`config.mk`:
```
export PLATFORM = sky130hd
export DESIGN_NAME = p4_router_ingress_arbiter
export DESIGN_NICKNAME = d
export VERILOG_FILES = /design/src/rtl/p4_router_pkg.sv /design/src/rtl/p4_router_axis_skid.sv /design/src/rtl/p4_router_ingress_arbiter.sv
export SDC_FILE = /design/constraint.sdc
export NUM_CORES = 1
export LEC_CHECK = 0
export CAP_MARGIN = 20
export CORE_AREA = 2 2 237 239
export DETAILED_ROUTE_END_ITERATION = 8
export DIE_AREA = 0 0 239 241
export PLACE_DENSITY = 0.66
export SLEW_MARGIN = 20
export SYNTH_ARGS = -nofsm -noshare
export SYNTH_HDL_FRONTEND = slang
export SYNTH_SLANG_ARGS = --single-unit
```
`constraint.sdc`:
```
create_clock -name clk -period 4.8 [get_ports clk]
set_input_delay 0.48 -clock clk [delete_from_list [all_inputs] [get_ports clk]]
set_output_delay 0.48 -clock clk [all_outputs]
set_load 0.005 [all_outputs]
```
`src/rtl/p4_router_pkg.sv`:
```
`default_nettype none
// +----------------------------------------------------------------------------+
// | Module   : p4_router_pkg                                                   |
// | Brief    : Shared widths and arbiter state encoding for the ingress path.  |
// | Revision : 1.0 - initial release                                           |
// +----------------------------------------------------------------------------+
package p4_router_pkg;

    localparam int AXIS_DATA_W = 64;
    localparam int AXIS_KEEP_W = 8;
    localparam int PKT_CNT_W   = 32;

    typedef enum logic [0:0] {
        IDLE = 1'b0,
        PKT  = 1'b1
    } arb_state_t;

endpackage
`default_nettype wire

```
`src/rtl/p4_router_axis_skid.sv`:
```
`default_nettype none
// +----------------------------------------------------------------------------+
// | Module   : p4_router_axis_skid                                             |
// | Brief    : Two-entry AXI-Stream register slice, full throughput, with      |
// |            registered upstream ready.                                      |
// | Revision : 1.0 - initial release                                           |
// +----------------------------------------------------------------------------+
module p4_router_axis_skid
    import p4_router_pkg::*;
#(
    parameter int META_W = 19
) (
    input  logic                   clk,
    input  logic                   aresetn,
    input  logic                   i_s_valid,
    output logic                   o_s_ready,
    input  logic [AXIS_DATA_W-1:0] i_s_data,
    input  logic [AXIS_KEEP_W-1:0] i_s_keep,
    input  logic                   i_s_last,
    input  logic [META_W-1:0]      i_s_meta,
    input  logic                   i_s_meta_valid,
    output logic                   o_m_valid,
    input  logic                   i_m_ready,
    output logic [AXIS_DATA_W-1:0] o_m_data,
    output logic [AXIS_KEEP_W-1:0] o_m_keep,
    output logic                   o_m_last,
    output logic [META_W-1:0]      o_m_meta,
    output logic                   o_m_meta_valid
);

    localparam int c_PAY_W = AXIS_DATA_W + AXIS_KEEP_W + 1 + META_W + 1;

    logic [c_PAY_W-1:0] w_in_pay;
    logic [c_PAY_W-1:0] r_out_pay;
    logic [c_PAY_W-1:0] r_skid_pay;
    logic               r_out_valid;
    logic               r_skid_valid;

    assign w_in_pay  = {i_s_data, i_s_keep, i_s_last, i_s_meta, i_s_meta_valid};
    assign o_s_ready = !r_skid_valid;
    assign o_m_valid = r_out_valid;
    assign {o_m_data, o_m_keep, o_m_last, o_m_meta, o_m_meta_valid} = r_out_pay;

    // The skid entry only fills when the output is stalled while a beat is
    // accepted; it drains into the output register before new input is taken.
    always_ff @(posedge clk or negedge aresetn) begin
        if (!aresetn) begin
            r_out_pay    <= '0;
            r_skid_pay   <= '0;
            r_out_valid  <= 1'b0;
            r_skid_valid <= 1'b0;
        end else if (i_m_ready || !r_out_valid) begin
            if (r_skid_valid) begin
                r_out_pay    <= r_skid_pay;
                r_out_valid  <= 1'b1;
                r_skid_valid <= 1'b0;
            end else begin
                r_out_valid <= i_s_valid;
                if (i_s_valid) begin
                    r_out_pay <= w_in_pay;
                end
            end
        end else if (i_s_valid && !r_skid_valid) begin
            r_skid_pay   <= w_in_pay;
            r_skid_valid <= 1'b1;
        end
    end

endmodule
`default_nettype wire

```
`src/rtl/p4_router_ingress_arbiter.sv`:
```
`default_nettype none
// +----------------------------------------------------------------------------+
// | Module   : p4_router_ingress_arbiter                                       |
// | Brief    : Packet-level round-robin arbiter feeding the VNP4 data input;   |
// |            stamps the ingress port into the first-beat metadata.           |
// | Revision : 1.0 - initial release                                           |
// +----------------------------------------------------------------------------+
module p4_router_ingress_arbiter
    import p4_router_pkg::*;
#(
    parameter int NUM_PORTS           = 4,
    parameter int USER_METADATA_WIDTH = 19,
    parameter int PORT_ID_LSB         = 0
) (
    input  logic                                           clk,
    input  logic                                           aresetn,
    input  logic [NUM_PORTS-1:0][AXIS_DATA_W-1:0]          s_tdata,
    input  logic [NUM_PORTS-1:0][AXIS_KEEP_W-1:0]          s_tkeep,
    input  logic [NUM_PORTS-1:0]                           s_tlast,
    input  logic [NUM_PORTS-1:0]                           s_tvalid,
    output logic [NUM_PORTS-1:0]                           s_tready,
    input  logic [NUM_PORTS-1:0][USER_METADATA_WIDTH-1:0]  s_meta,
    input  logic [NUM_PORTS-1:0]                           port_enable,
    output logic [AXIS_DATA_W-1:0]                         m_tdata,
    output logic [AXIS_KEEP_W-1:0]                         m_tkeep,
    output logic                                           m_tlast,
    output logic                                           m_tvalid,
    input  logic                                           m_tready,
    output logic [USER_METADATA_WIDTH-1:0]                 m_meta,
    output logic                                           m_meta_valid,
    output logic [NUM_PORTS-1:0][PKT_CNT_W-1:0]            pkt_count
);

    localparam int c_PORT_ID_W = (NUM_PORTS > 1) ? $clog2(NUM_PORTS) : 1;

    arb_state_t                             r_state;
    arb_state_t                             w_state_nxt;
    logic [c_PORT_ID_W-1:0]                 r_grant;
    logic [c_PORT_ID_W-1:0]                 w_grant_nxt;
    logic [c_PORT_ID_W-1:0]                 r_last_grant;
    logic [c_PORT_ID_W-1:0]                 w_last_grant_nxt;
    logic                                   r_first;
    logic                                   w_first_nxt;
    logic [NUM_PORTS-1:0][PKT_CNT_W-1:0]    r_pkt_count;
    logic [NUM_PORTS-1:0]                   w_cnt_inc;

    logic [NUM_PORTS-1:0]                   w_eligible;
    logic                                   w_found;
    logic [c_PORT_ID_W-1:0]                 w_pick;
    logic [c_PORT_ID_W-1:0]                 w_idx;

    logic                                   w_in_valid;
    logic                                   w_skid_ready;
    logic                                   w_fire;
    logic [USER_METADATA_WIDTH-1:0]         w_meta;

    assign w_eligible = s_tvalid & port_enable;
    assign pkt_count  = r_pkt_count;

    // Round-robin search starting just after the previous winner.
    always_comb begin
        w_found = 1'b0;
        w_pick  = r_last_grant;
        w_idx   = r_last_grant;
        for (int i = 1; i <= NUM_PORTS; i++) begin
            w_idx = c_PORT_ID_W'((int'(r_last_grant) + i) % NUM_PORTS);
            if (!w_found && w_eligible[w_idx]) begin
                w_found = 1'b1;
                w_pick  = w_idx;
            end
        end
    end

    assign w_in_valid = (r_state == PKT) && s_tvalid[r_grant];
    assign w_fire     = w_in_valid && w_skid_ready;

    always_comb begin
        s_tready = '0;
        if (r_state == PKT) begin
            s_tready[r_grant] = w_skid_ready;
        end
    end

    always_comb begin
        w_meta = s_meta[r_grant];
        w_meta[PORT_ID_LSB +: c_PORT_ID_W] = r_grant;
    end

    always_comb begin
        w_state_nxt      = r_state;
        w_grant_nxt      = r_grant;
        w_last_grant_nxt = r_last_grant;
        w_first_nxt      = r_first;
        w_cnt_inc        = '0;
        case (r_state)
            IDLE: begin
                if (w_found) begin
                    w_grant_nxt      = w_pick;
                    w_last_grant_nxt = w_pick;
                    w_first_nxt      = 1'b1;
                    w_state_nxt      = PKT;
                end
            end
            PKT: begin
                if (w_fire) begin
                    w_first_nxt = 1'b0;
                    if (s_tlast[r_grant]) begin
                        w_cnt_inc[r_grant] = 1'b1;
                        w_state_nxt        = IDLE;
                    end
                end
            end
            default: w_state_nxt = IDLE;
        endcase
    end

    always_ff @(posedge clk or negedge aresetn) begin
        if (!aresetn) begin
            r_state      <= IDLE;
            r_grant      <= '0;
            r_last_grant <= c_PORT_ID_W'(NUM_PORTS - 1);
            r_first      <= 1'b0;
        end else begin
            r_state      <= w_state_nxt;
            r_grant      <= w_grant_nxt;
            r_last_grant <= w_last_grant_nxt;
            r_first      <= w_first_nxt;
        end
    end

    // Counters only write on increment so each keeps its value otherwise.
    always_ff @(posedge clk or negedge aresetn) begin
        if (!aresetn) begin
            r_pkt_count <= '0;
        end else begin
            for (int p = 0; p < NUM_PORTS; p++) begin
                if (w_cnt_inc[p]) begin
                    r_pkt_count[p] <= r_pkt_count[p] + PKT_CNT_W'(1);
                end
            end
        end
    end

    p4_router_axis_skid #(
        .META_W (USER_METADATA_WIDTH)
    ) u_skid (
        .clk            (clk),
        .aresetn        (aresetn),
        .i_s_valid      (w_in_valid),
        .o_s_ready      (w_skid_ready),
        .i_s_data       (s_tdata[r_grant]),
        .i_s_keep       (s_tkeep[r_grant]),
        .i_s_last       (s_tlast[r_grant]),
        .i_s_meta       (w_meta),
        .i_s_meta_valid (r_first),
        .o_m_valid      (m_tvalid),
        .i_m_ready      (m_tready),
        .o_m_data       (m_tdata),
        .o_m_keep       (m_tkeep),
        .o_m_last       (m_tlast),
        .o_m_meta       (m_meta),
        .o_m_meta_valid (m_meta_valid)
    );

endmodule
`default_nettype wire

```
======== Word-level counts from Yosys, hierarchy flattened ========
Index checks and enable logic that the tools add are counted.
word-level totals
  flip-flop bits (word level) ............. 322
  input bits .............................. 379
  word-level logic and storage cells ...... 94
operators by class
  add/subtract/negate cells ............... 8
  order comparisons ....................... 6
  equality and inequality tests ........... 2
  multiplexer cells ....................... 44
  bitwise logic cells ..................... 4
  reduce and logical (&&, ||, !) cells .... 18
operator list
  kind                                                         number
  2-to-1 mux 93 bit                                            2
  adder 32 x 1 -> 32 bit (second input constant)               4
  binary-select mux 64 bit (select 2 bit)                      1
  2-to-1 mux 64 bit                                            1
  binary-select mux 19 bit (select 2 bit)                      1
  2-to-1 mux 1 bit                                             19
  2-to-1 mux 19 bit                                            1
  binary-select mux 8 bit (select 2 bit)                       1
  2-to-1 mux 4 bit                                             4
  less-than comparator 2 x 3 -> 1 bit (second input constant)  5
  binary-select mux 1 bit (select 2 bit)                       6
  bitwise AND 4 bit                                            2
  2-to-1 mux 2 bit                                             4
  2-to-1 mux 8 bit                                             1
  AND reduction 2 bit                                          4
  logical AND 1 bit                                            6
  logical NOT 1 bit                                            5
  adder 2 x 1 -> 2 bit (second input constant)                 2
  adder 2 bit (second input constant)                          2
  one-hot mux 1 bit (2 select lines)                           2
  nonzero test 2 bit                                           2
  demux 1 bit (select 2 bit)                                   1
  >= comparator 2 x 1 -> 1 bit (second input constant)         1
  != test 2 x 1 -> 1 bit (second input constant)               1
  other kinds (3)                                              4

======== Depth between registers and ports, before layout ========
Gate-level depths: netlist of run 1.
  depth in word-level cells ............... 15
  gate-level depth with buffers ........... 9
  mapped depth without buffers ............ 6

======== By module ========
Synthesis of run 1 repeated with hierarchy kept, for this count alone.
unflattened totals
  cell total of the unflattened synthesis .. 1,194
  area total of the unflattened synthesis .. 16,747.3 µm²
modules (own cells, without submodules)
  module                     instances  cells an instance  area an instance (µm²)
  p4_router_ingress_arbiter  1          689                8,509.4
  p4_router_axis_skid        1          505                8,237.9

======== Worst setup path before layout of run 1 ========
Ideal clock, no wire load.
  path type ............................... register -> register
  start point ............................. register r_grant[0]
  end point ............................... register u_skid.r_out_pay[86]
  arrival ................................. 2,005 ps
  required time ........................... 4,675 ps
  slack ................................... 2,671 ps
  cell stages (with the launch flop) ...... 7
  cells stage by stage .................... dfrtp_1 > buf_4 > buf_6 > buf_2 > mux4_2 > mux2_2 > mux2_2
between the ends
  longest elaborated chain between the ends .. 5
  elaborated cells on any way between the ends .. 9
  those cells by class .................... 6 x mux; 3 x reduce/logical
RTL lines
  what                                    line                              RTL
  from (decl)                             p4_router_ingress_arbiter.sv:38   logic [c_PORT_ID_W-1:0] r_grant;
  from (signal assigned)                  p4_router_ingress_arbiter.sv:125  r_grant <= w_grant_nxt;
  binary-select mux 1 bit (select 2 bit)  p4_router_ingress_arbiter.sv:74   assign w_in_valid = (r_state == PKT) && s_tvalid[r_grant];
  2-to-1 mux 1 bit (not written as such)  p4_router_ingress_arbiter.sv:74
  logical AND 1 bit                       p4_router_ingress_arbiter.sv:74
  nonzero test 2 bit (no line)            --
  AND reduction 2 bit (no line)           --
  to (signal assigned)                    p4_router_axis_skid.sv:54         r_out_pay <= r_skid_pay;
  to (signal assigned)                    p4_router_axis_skid.sv:60         r_out_pay <= w_in_pay;
  to (decl)                               p4_router_axis_skid.sv:34         logic [c_PAY_W-1:0] r_out_pay;
Several ways; a longest one is shown, not always the timed one. The select of a mux whose other input is x is not followed.
A chain may end at the register's enable or synchronous reset.

======== Final worst setup path of run 1 ========
  start point ............................. register r_grant[0]
  end point ............................... register u_skid.r_out_pay[43]
The elaborated chain is that of the path after synthesis.

==> Flow_metrics.wiki, run 1 <==
{| class="wikitable"
! Metric !! Value
|-
| Crit path setup slack, layout || between 1.5 and 2 ns
|-
| Clock tree from TritonCTS || built
|-
| Initial core utilization || between 30% and 40%
|-
| Cell depth of the worst flop-to-flop path || 6
|-
| HPWL Detailed || ~37000 um
|-
| Share of synthesized flip-flops with an asynchronous set or reset || 100.0%
|-
| Global-route wire length before repair || about 74000 um
|-
| Number of global-route vias before repair || 12860
|-
| Average vias per placed instance || roughly 4.9
|-
| Largest net degree at the start of global routing || 124
|-
| Routability Congestion || around 0.79
|-
| Crit path cell chain || buf_4 > mux2i_1 > a21oi_1 > nor2_4 > buf_4 > mux2_2
|-
| Unrepaired setup endpoints after global routing || false
|-
| Register area share after synthesis || between 40% and 50%
|-
| Run status || finished, final reports clean
|-
| Area of the die || roughly 0.058 mm^2
|-
| Core Rows || 86
|-
| Most numerous cell on the critical path || sky130_fd_sc_hd__buf_4
|-
| Worst Setup Path Type || flop to flop
|-
| Slowest stage cell, crit path || sky130_fd_sc_hd__buf_4
|-
| Final setup skew || between 0.01 and 0.015 ns
|-
| Total DRC errors in the routed layout || 0
|-
| Width of the chip || 239 um
|-
| Flop and latch count out of synthesis || 322
|-
| Kind of start point of the critical path || flop
|-
| Peak fanout along the critical path || 55
|-
| Summed negative setup slack over all endpoints || 0 ns
|-
| EDFF count, synth || 0
|-
| Worst hold path class || input pin to asynchronous set/reset pin
|-
| Final critical-path share of the clock period || approximately 67%
|-
| Post-synthesis average cell area || 13.95 um^2
|-
| Cell area after placement || between 0.02 and 0.025 mm^2
|-
| Routed wire per std cell || 19.77 um
|-
| Layout Cell Area excl Fill || between 0.02 and 0.025 mm^2
|-
| Most area-consuming cells after synthesis || sky130_fd_sc_hd__dfrtp_1 48%, sky130_fd_sc_hd__mux2_2 19%, sky130_fd_sc_hd__mux4_2 12%
|-
| Power per cell area || just over 500 mW/mm^2
|-
| Warnings from Yosys || 0
|-
| Clock latency at the later pin of the worst-skew pair || approximately 0.53 ns
|-
| Type of destination of the critical path || flop
|-
| F_max || just over 300 MHz
|-
| Post-Synthesis Cell Area || 0.01653 mm^2
|-
| Synth top area share || roughly half
|-
| Synth Instances || about 1200
|-
| R2r startpoint || r_grant[0]
|-
| Number of unique standard cell types used by synthesis || 54
|-
| Leakage power || 9.822 nW
|-
| Primary FF master, synth || sky130_fd_sc_hd__dfrtp_1
|-
| Clock transition at the register clock pins on the worst setup and hold paths after CTS || ~0.060 ns
|-
| Routed Wire Length || around 49000 um
|-
| Iteration-0 DRC Markers || between 500 and 600
|-
| CP peak stage delay || 0.63 ns
|-
| Level count of the clock H-tree || 2
|-
| Number of antenna violations at the first check in global routing || 3
|-
| Required time of the critical path || between 5 and 6 ns
|-
| Number of buffers on the longest clock path || 3
|-
| DP Worst Slack || ~1.5 ns
|-
| PostCTS Resize Cnt || 0
|-
| FF-to-FF setup slack || around 1.6 ns
|-
| Number of failing hold endpoints at the final stage || 0
|-
| Share of post-route cells with drive strength above 1 || between 20% and 30%
|-
| Total setup violations reported at the end of the flow || 0
|-
| Gr ovfl total || 0
|-
| I/O pin count || between 600 and 700
|-
| Clock Root Buffer || sky130_fd_sc_hd__clkbuf_16
|-
| Die outline height || 241 um
|-
| Most common cell after layout, fill and taps aside || sky130_fd_sc_hd__clkdlybuf4s50_1
|-
| Slew at the pin with the worst max-slew slack || about 1.0 ns
|-
| Setup Buffers After CTS || 0
|-
| Total of hold buffers inserted after clock tree synthesis || 0
|-
| TritonCTS Sinks || roughly 320
|-
| Final nets || around 2200
|-
| Highest ir drop seen on vdd || between 0.4 and 0.5 mV
|-
| Hold WS || 0.07322 ns
|-
| Max-slew headroom at the worst pin || between 30% and 40%
|-
| Most area-hungry cell type in the Yosys netlist || sky130_fd_sc_hd__dfrtp_1
|-
| CORE AREA || approximately 0.055 mm^2
|-
| Number of routed nets with antenna violations || 0
|-
| Destination of the worst register-to-register timing path || u_skid.r_out_pay[43]
|-
| Total via count in the routed design || 12220
|-
| Pins over their slew limit || 0
|-
| Buffers added on ports || 596
|-
| Total nets after synthesis || around 1600
|-
| First-pass detailed-route iteration total || 4
|-
| Leading cell types in the layout, fill and taps excluded || 595 x sky130_fd_sc_hd__clkdlybuf4s50_1, 317 x sky130_fd_sc_hd__dfrtp_1, 278 x sky130_fd_sc_hd__mux2_2
|-
| Max-cap violations || 0
|-
| Total track usage || 16.61%
|-
| Total clock buffers created by CTS || 38
|-
| Final min period || around 3.2 ns
|-
| Worst Path Arrival || 3.64 ns
|-
| Area added between synthesis and finish || 47.75%
|}
critical path: cells and delay by family, from the launching register on:
family,cells,cell delay [ns]
buffers and inverters,2,1.25
muxes,2,0.85
DFF,1,0.56
AOI/OAI and AO/OA,1,0.20
and+or+nand+nor,1,0.14
how the worst max path moves through the flow:
stage,from,endpoint,slack (ns),depth (start not counted)
6_report,r_grant[0],u_skid.r_out_pay[43],1.57,6
4_1_cts,u_skid.r_skid_valid,pkt_count[127],1.48,5
3_5_place_dp,u_skid.r_skid_valid,u_skid.r_skid_pay[68],1.50,5
3_3_place_gp,u_skid.r_skid_valid,u_skid.r_skid_pay[72],1.53,5
5_1_grt,r_grant[0],u_skid.r_out_pay[63],1.35,6
2_1_floorplan,r_grant[0],u_skid.r_out_pay[86],2.67,6
Yosys cell counts, types with 5 or more instances:
cell and count:
sky130_fd_sc_hd__and3_1 29, sky130_fd_sc_hd__nand2_1 67, sky130_fd_sc_hd__nand2b_1 6, sky130_fd_sc_hd__buf_6 12
sky130_fd_sc_hd__nor3_2 6, sky130_fd_sc_hd__dfrtp_1 320, sky130_fd_sc_hd__xnor2_1 92, sky130_fd_sc_hd__clkbuf_1 21
sky130_fd_sc_hd__nor2_1 22, sky130_fd_sc_hd__nor3_1 9, sky130_fd_sc_hd__and4_1 14, sky130_fd_sc_hd__buf_1 7
sky130_fd_sc_hd__o21ai_0 5, sky130_fd_sc_hd__buf_2 21, sky130_fd_sc_hd__nand3_1 55, sky130_fd_sc_hd__mux2_2 278
sky130_fd_sc_hd__inv_1 6, sky130_fd_sc_hd__xor2_1 33, sky130_fd_sc_hd__nand4_1 26, sky130_fd_sc_hd__mux4_2 90
sky130_fd_sc_hd__buf_4 6
metal layers:
metal | GRT usage, % | up-vias | routed length, um
met4 | 6.572 | 2 | 1732
met2 | 28.65 | 434 | 24660
met3 | 4.140 | 86 | 3566
li1 | - | 5540 | -
met5 | 0 | - | 11
met1 | 19.92 | 6156 | 19480
report_power, final:
group | leakage [nW] | switching, mW | internal (mW)
clock | 0.623 | 1.13 | 1.79
sequential | 4.06 | 0.664 | 3.65
combinational | 5.14 | 2.07 | 3.39
sequential cells by signal, indices dropped and copies added (netlist names):
signal and flops:
r_state 1, u_skid.r_skid_pay 93, u_skid.r_out_pay 93, u_skid.r_skid_valid 1, r_last_grant 2, pkt_count 128, r_first 1, u_skid.o_m_valid 1
r_grant 2
per-stage QoR:
stage | util (%) | std cells | total power, mW
2_1_floorplan | - | 1185 | 7.666
3_3_place_gp | 42.16 | 2431 | 9.764
3_5_place_dp | 42.16 | 2431 | 9.922
4_1_cts | 44.47 | 2498 | 12.95
5_1_grt | 44.49 | 2500 | 13.48
6_report | 44.50 | 2501 | 12.69
logic make-up after synthesis:
logic type,share of synthesized area (%)
flip-flops,48.77
AND/OR/NAND/NOR,9.410
XOR/XNOR,6.723
multiplexers,31.52
adder cells (fa/ha/maj),0.3028
buffers and inverters,2.498
AO/OA/AOI/OAI,0.7722
cell type report:
class	instances	area, um^2
sequential	322	8071
clock inverter	10	131.4
clock buffer	57	1134
antenna	2	5.005
tap	704	880.8
inverter	6	22.52
timing repair buffer	610	6105
fill	5037	30460
multi-input combinational	790	8069
No activity file was read; power rests on OpenSTA's default activity.
==> run 2: changes to the inputs <==
CORE_AREA = 2 2 236 238   (was 2 2 237 239)
DIE_AREA = 0 0 238 240   (was 0 0 239 241)
PLACE_DENSITY = 0.68   (was 0.66)
clock period = 2.7 ns   (was 4.8 ns; I/O delays follow)
==> run 2 against run 1 <==
Clock-buffer cell count did not move. First-iteration DRC count is 20% lower. Clock power rose by 86%. Core utilization rose by 0.91 points. Cell count is 1.2% higher. Critical path depth decreased by 2. Wire length is 2.6% higher. Combinational power rose by 89%. Clock skew grew 0.0078 ns. Highest routed layer unchanged.
==> Flow_metrics.wiki, run 2 (same netlist as run 1, synthesis figures left out) <==
{| class="wikitable"
! Metric !! Value
|-
| Max-cap violations || 0 (unchanged)
|-
| Crit path cell chain || or3b_4 > buf_4 > nor2_1 > clkdlybuf4s50_1
|-
| Worst Path Arrival || 2.36 ns (-1.28 ns)
|-
| Worst Setup Path Type || flop to output port
|-
| Number of routed nets with antenna violations || 0 (unchanged)
|-
| Level count of the clock H-tree || 2 (unchanged)
|-
| Combined buffer and inverter count along the critical path || 2 (unchanged)
|-
| Summed negative setup slack over all endpoints || 0 ns (unchanged)
|-
| Die outline height || 240 um (-0.41%)
|-
| Total track usage || 17.35% (+0.74 points)
|-
| Final min period || ~2.6 ns
|-
| Area added between synthesis and finish || 50.16%
|-
| TritonCTS Sinks || 322 (unchanged)
|-
| Number of global-route vias before repair || 13260 (+3.0%)
|-
| First-pass detailed-route iteration total || 4 (unchanged)
|-
| # fillers || 4942 (-1.9%)
|-
| Leakage power || 10.04 nW (+2.2%)
|-
| CORE AREA || 0.05466 mm^2 (-0.39%)
|-
| Clock transition at the register clock pins on the worst setup and hold paths after CTS || 0.06 ns (about the same)
|-
| Buffers added on ports || 596 (unchanged)
|-
| Routed wire per std cell || 20.06 um (+1.5%)
|-
| Highest ir drop seen on vdd || 0.5580 mV (+27%)
|-
| Max-slew headroom at the worst pin || 49.01% (+16 points)
|-
| Slowest stage cell, crit path || sky130_fd_sc_hd__clkdlybuf4s50_1
|-
| Run status || finished, final reports clean
|-
| Number of failing hold endpoints at the final stage || 0 (unchanged)
|-
| Routed Wire Length || 50750 um (+2.6%)
|-
| Sequential cell area || 0.008071 mm^2 (unchanged)
|-
| Area of combinational cells with multiple inputs || 0.008071 mm^2 (about the same)
|-
| Final nets || 2178 (+1.3%)
|-
| Pins over their slew limit || 0 (unchanged)
|-
| Width of the chip || 238 um (-0.42%)
|-
| Average vias per placed instance || 4.937 (+1.1%)
|-
| Final setup skew || 0.01951 ns (+0.007776 ns)
|-
| Gr ovfl total || 0 (unchanged)
|-
| Routability Congestion || 0.8130 (+2.7%)
|-
| Area of the die || 0.05712 mm^2 (-0.83%)
|-
| Kind of start point of the critical path || flop
|-
| Iteration-0 DRC Markers || 456 (-20%)
|-
| Total via count in the routed design || 12490 (+2.2%)
|-
| Final critical-path share of the clock period || 97.56%
|-
| Total DRC errors in the routed layout || 0 (unchanged)
|-
| Global-route wire length before repair || 76580 um (+3.7%)
|-
| Required time of the critical path || 2.43 ns (-2.78 ns)
|-
| Most common cell after layout, fill and taps aside || sky130_fd_sc_hd__clkdlybuf4s50_1
|-
| CP peak stage delay || 0.54 ns (-0.09 ns)
|-
| F_max || ~380 MHz
|-
| Number of buffers on the longest clock path || 3 (unchanged)
|-
| Worst hold path class || input pin to asynchronous set/reset pin
|-
| Total setup violations reported at the end of the flow || 0 (unchanged)
|-
| Type of destination of the critical path || output port
|-
| DP Worst Slack || 0.2024 ns (-1.302 ns)
|-
| Peak fanout along the critical path || 6 (-89%)
|-
| Initial core utilization || 30.23% (+0.12 points)
|-
| Unrepaired setup endpoints after global routing || false
|-
| HPWL Detailed || 38410 um (+3.8%)
|-
| Power per cell area || 932.8 mW/mm^2 (+79%)
|-
| Largest net degree at the start of global routing || 88 (-29%)
|-
| Crit path setup slack, layout || 0.06581 ns (-1.501 ns)
|-
| Flip-flop count of the largest register after layout || 128 (unchanged)
|-
| Core Rows || 86 (unchanged)
|-
| Share of post-route cells with drive strength above 1 || 27.36% (+1.1 points)
|-
| Clock tree from TritonCTS || built
|-
| Number of antenna violations at the first check in global routing || 7 (+4)
|-
| Leading cell types in the layout, fill and taps excluded || 595 x sky130_fd_sc_hd__clkdlybuf4s50_1, 317 x sky130_fd_sc_hd__dfrtp_1, 278 x sky130_fd_sc_hd__mux2_2
|-
| Top Family by Delay on Critical Path || buffers and inverters
|-
| Clock latency at the later pin of the worst-skew pair || 0.55 ns (+0.02 ns)
|-
| Clock Root Buffer || sky130_fd_sc_hd__clkbuf_16
|-
| I/O pin count || 605 (unchanged)
|-
| Total clock buffers created by CTS || 38 (unchanged)
|-
| Slew at the pin with the worst max-slew slack || 0.7649 ns (-0.2470 ns)
|}
==> run 2: layout make-up <==
cell class              instances  share of cell area, %
clock buffers                  57                  4.618
diodes                          2                0.02017
flip-flops and latches        322                  32.52
clock inverters                12                 0.7613
multi-input cells             790                  32.52
repair buffers                637                  25.91
inverters                       6                0.09075
well taps                     704                  3.549
==> run 2: routing by layer <==
metal | vias to the layer above | routed length [um] | global-route usage (%)
met4 | 6 | 1760 | 6.345
li1 | 5606 | - | -
met1 | 6320 | 19620 | 20.48
met2 | 462 | 25310 | 29.81
met5 | - | 37 | 0
met3 | 97 | 4018 | 5.327
==> run 2: worst paths after layout <==
| path | from | to | slack, ns | cells past startpoint |
|---|---|---|---|---|
| max | r_grant[0] | s_tready[0] | 0.07 | 4 |
| min | aresetn | u_skid.r_skid_pay[60] | 0.35 | 2 |
| max reg2reg | r_grant[0] | pkt_count[81] | 0.38 | 6 |
| min reg2reg | pkt_count[95] | pkt_count[95] | 0.46 | 1 |
| max in group asynchronous | aresetn | pkt_count[89] | 1.58 | 3 |
| min in group clk | m_tready | u_skid.o_m_valid | 0.44 | 3 |
==> run 2: worst register-to-register path, stage by stage (launching register included) <==
cell and delay [ns]:
sky130_fd_sc_hd__dfrtp_4 0.52, sky130_fd_sc_hd__buf_12 0.19, sky130_fd_sc_hd__nor3b_1 0.31, sky130_fd_sc_hd__nand3_1 0.20, sky130_fd_sc_hd__or4_1 0.68, sky130_fd_sc_hd__nor2_1 0.18, sky130_fd_sc_hd__xor2_1 0.17
==> run 2: per-stage QoR <==
stage / hold slack (ns) / cell area (um^2) / total power, mW / util [%] / cells
4_1_cts: 0.3713 / 24790 / 23.53 / 45.35 / 2526
6_report: 0.3547 / 24820 / 23.15 / 45.40 / 2530
3_5_place_dp: 0.3455 / 23440 / 17.91 / 42.88 / 2456
2_1_floorplan: -0.02559 / 16530 / 13.63 / - / 1185
3_3_place_gp: 0.3359 / 23440 / 17.61 / 42.88 / 2456
5_1_grt: 0.4055 / 24820 / 24.58 / 45.40 / 2529
==> run 2: repair_timing <==
item                                    in CTS  in global routing
hold buffers                                 1                  0
endpoints found under the setup margin       2                  2
resized for setup                            2                  3
gates cloned                                 0                  0
buffers inserted                             0                  2
hold endpoints to repair                    73                  0
==> run 2: report_power, final <==
part | internal [mW] | switching (mW)
combinational | 6.27 | 3.99
clock | 3.41 | 2.03
sequential | 6.49 | 0.956
total | 16.2 | 6.98
==> run 3: changes to the inputs <==
CAP_MARGIN = not set   (was 20)
CELL_PAD_IN_SITES_DETAIL_PLACEMENT = 0   (was not set)
CELL_PAD_IN_SITES_GLOBAL_PLACEMENT = 1   (was not set)
CORE_AREA = 2 2 238 240   (was 2 2 236 238)
DIE_AREA = 0 0 240 242   (was 0 0 238 240)
PLACE_DENSITY = 0.81   (was 0.68)
TNS_END_PERCENT = 30   (was not set)
==> run 3 against run 2 <==
Sequential power barely moved. Via count fell by 1.4%. Largest cell class unchanged. Flip-flop and latch count did not move. Final area did not move. Setup slack improved by 0.022 ns. Combinational power barely moved. Cell count rose by 1.9%. Sequential share of layout area did not move.
==> Flow_metrics.wiki, run 3 (same netlist as run 1, synthesis figures left out) <==
{| class="wikitable"
! Metric !! Value
|-
| FF-to-FF setup slack || 0.27 ns (-0.11 ns)
|-
| Power Total || 23.02 mW (-0.57%)
|-
| Level count of the clock H-tree || 2 (unchanged)
|-
| Worst hold path class || input pin to asynchronous set/reset pin
|-
| Area of the die || 0.05808 mm^2 (+1.7%)
|-
| Clock Root Buffer || sky130_fd_sc_hd__clkbuf_16
|-
| Final nets || 2177 (-0.046%)
|-
| Peak fanout along the critical path || 5 (-1)
|-
| Summed negative setup slack over all endpoints || 0 ns (unchanged)
|-
| Total DRC errors in the routed layout || 0 (unchanged)
|-
| Flip-flop count of the largest register after layout || 128 (unchanged)
|-
| Final critical-path share of the clock period || 96.75% (-0.81 points)
|-
| Relative contribution of combinational cells to total power || 45.2% (+0.9 points)
|-
| Number of buffers on the longest clock path || 3 (unchanged)
|-
| Layout Cell Area excl Fill || 0.02482 mm^2 (unchanged)
|-
| Fin util || 44.53% (-0.87 points)
|-
| Pins over their slew limit || 0 (unchanged)
|-
| Global routing usage on met3 || 3.977% (-1.4 points)
|-
| Total track usage || 17.12% (-0.23 points)
|-
| Unrepaired setup endpoints after global routing || false
|-
| Worst Setup Path Type || flop to output port
|-
| Highest ir drop seen on vdd || 0.7023 mV (+26%)
|-
| Final min period || 2.612 ns (-0.02183 ns)
|-
| Max-slew headroom at the worst pin || 49.06% (+0.056 points)
|-
| Initial core utilization || 29.65% (-0.58 points)
|-
| CORE AREA || 0.05573 mm^2 (+2.0%)
|-
| I/O pin count || 605 (unchanged)
|-
| F_max || 382.8 MHz (+0.84%)
|-
| Slew at the pin with the worst max-slew slack || 0.7640 ns (-0.0008366 ns)
|-
| Number of global-route vias before repair || 13230 (-0.23%)
|-
| Routed wire per std cell || 19.59 um (-2.4%)
|-
| Die outline height || 242 um (+0.83%)
|-
| Number of failing hold endpoints at the final stage || 0 (unchanged)
|-
| Total setup violations reported at the end of the flow || 0 (unchanged)
|-
| Crit path setup slack, layout || 0.08765 ns (+0.02183 ns)
|-
| Width of the chip || 240 um (+0.84%)
|-
| Leading cell types in the layout, fill and taps excluded || 595 x sky130_fd_sc_hd__clkdlybuf4s50_1, 317 x sky130_fd_sc_hd__dfrtp_1, 278 x sky130_fd_sc_hd__mux2_2
|-
| Routability Congestion || 0.8648 (+6.4%)
|-
| First-pass detailed-route iteration total || 5 (+1)
|-
| Kind of start point of the critical path || flop
|-
| Average vias per placed instance || 4.776 (-3.3%)
|-
| Area added between synthesis and finish || 50.16% (unchanged)
|-
| Max-cap violations || 0 (unchanged)
|-
| NetSw || 7.009 mW (+0.45%)
|-
| Part of the power in registers || 32.3% (about the same)
|-
| Internal Dissipation || 16.01 mW (-1.0%)
|-
| Gr ovfl total || 0 (unchanged)
|-
| Required time of the critical path || 2.43 ns (about the same)
|-
| Number of antenna violations at the first check in global routing || 4 (-3)
|-
| # fillers || 5164 (+4.5%)
|-
| Setup Buffers After CTS || 0 (unchanged)
|-
| Final setup skew || 0.02729 ns (+0.007781 ns)
|-
| Routed Wire Length || 50500 um (-0.50%)
|-
| Buffers added on ports || 596 (unchanged)
|-
| Number of routed nets with antenna violations || 0 (unchanged)
|-
| Run status || finished, final reports clean
|-
| TritonCTS Sinks || 322 (unchanged)
|-
| Worst Path Arrival || 2.34 ns (-0.02 ns)
|-
| Clock latency at the later pin of the worst-skew pair || 0.54 ns (about the same)
|-
| Cell area after placement || 0.02353 mm^2 (+0.38%)
|-
| Total via count in the routed design || 12310 (-1.4%)
|-
| Leakage power || 10.00 nW (-0.37%)
|-
| DP Worst Slack || 0.08472 ns (-0.1177 ns)
|-
| Clock transition at the register clock pins on the worst setup and hold paths after CTS || 0.06 ns (about the same)
|-
| Core Rows || 87 (+1.2%)
|-
| Layer with the highest usage || met2
|-
| Global-route wire length before repair || 76800 um (+0.29%)
|-
| Clock network fraction of design power || 22.5% (-1.0 points)
|-
| Share of post-route cells with drive strength above 1 || 27.23% (-0.13 points)
|-
| Global Route met1 Usage || 20.52% (+0.046 points)
|-
| Power per cell area || 927.5 mW/mm^2 (-0.57%)
|-
| HPWL Detailed || 38180 um (-0.59%)
|-
| Type of destination of the critical path || output port
|-
| Largest net degree at the start of global routing || 96 (+9.1%)
|-
| Iteration-0 DRC Markers || 454 (-0.44%)
|-
| Sw Share || 30.45% (+0.31 points)
|-
| Most common cell after layout, fill and taps aside || sky130_fd_sc_hd__clkdlybuf4s50_1
|-
| Total clock buffers created by CTS || 39 (+2.6%)
|-
| Clock tree from TritonCTS || built
|-
| Met2 Use GR || 29.60% (-0.21 points)
|}
run 3: cell count changes in the layout (fill, tap and decap cells not counted):
cell                        delta
sky130_fd_sc_hd__buf_4         -4
sky130_fd_sc_hd__bufinv_16     -3
sky130_fd_sc_hd__buf_12        +1
sky130_fd_sc_hd__buf_8         +1
sky130_fd_sc_hd__clkbuf_1      -2
sky130_fd_sc_hd__diode_2       +2
sky130_fd_sc_hd__clkinv_2      -1
sky130_fd_sc_hd__clkbuf_8      +2
run 3: power groups by stage:
stage / registers [mW] / logic [mW] / clock network [mW]
after floorplan: 7.28 / 6.34 / 0
after global placement: 7.41 / 10.4 / 0
after detailed placement: 7.50 / 10.6 / 0
after CTS: 7.45 / 10.6 / 5.35
after global routing: 7.65 / 11.2 / 5.53
final: 7.44 / 10.4 / 5.17
run 3: metal layers:
metal	vias up	wire, um
met5	-	12
met4	2	1765
met3	92	3380
met2	399	25440
met1	6236	19900
li1	5584	-
run 3: critical path, cell delays in order, from the launching register on:
cell,delay (ns)
sky130_fd_sc_hd__dfrtp_4,0.52
sky130_fd_sc_hd__or3b_4,0.45
sky130_fd_sc_hd__buf_4,0.19
sky130_fd_sc_hd__nor2_1,0.12
sky130_fd_sc_hd__clkdlybuf4s50_1,0.52
run 3: timing repair:
| item | CTS | global route |
|---|---|---|
| hold endpoints to repair | 58 | 0 |
| setup endpoints to repair | 2 | 1 |
| gates resized for setup | 2 | 2 |
| hold buffers | 1 | 0 |
run 3: final cells by class:
type                       count  area (um^2)  share of cell area [%]
multi-input combinational    790         8071                   32.52
tap                          756        945.9                   3.811
antenna                        4        10.01                 0.04033
clock buffer                  57         1166                   4.699
clock inverter                 8        93.84                  0.3781
sequential                   322         8071                   32.52
inverter                       6        22.52                 0.09075
timing repair buffer         635         6436                   25.93
run 3: path summary, 6_finish.rpt:
kind	start	end	cells after the start
setup / recovery	r_grant[0]	s_tready[0]	4
hold / removal	aresetn	u_skid.r_out_pay[52]	2
setup reg to reg	r_grant[0]	u_skid.r_skid_pay[12]	5
hold reg to reg	pkt_count[95]	pkt_count[95]	1
max in group asynchronous	aresetn	u_skid.r_skid_pay[12]	3
min in group clk	m_tready	u_skid.o_m_valid	3
run 3: stage by stage:
stage / hold slack [ns] / std cells
2_1_floorplan: -0.02559 / 1185
3_3_place_gp: 0.2819 / 2508
3_5_place_dp: 0.2916 / 2508
4_1_cts: 0.3127 / 2574
5_1_grt: 0.3443 / 2576
6_report: 0.2978 / 2578
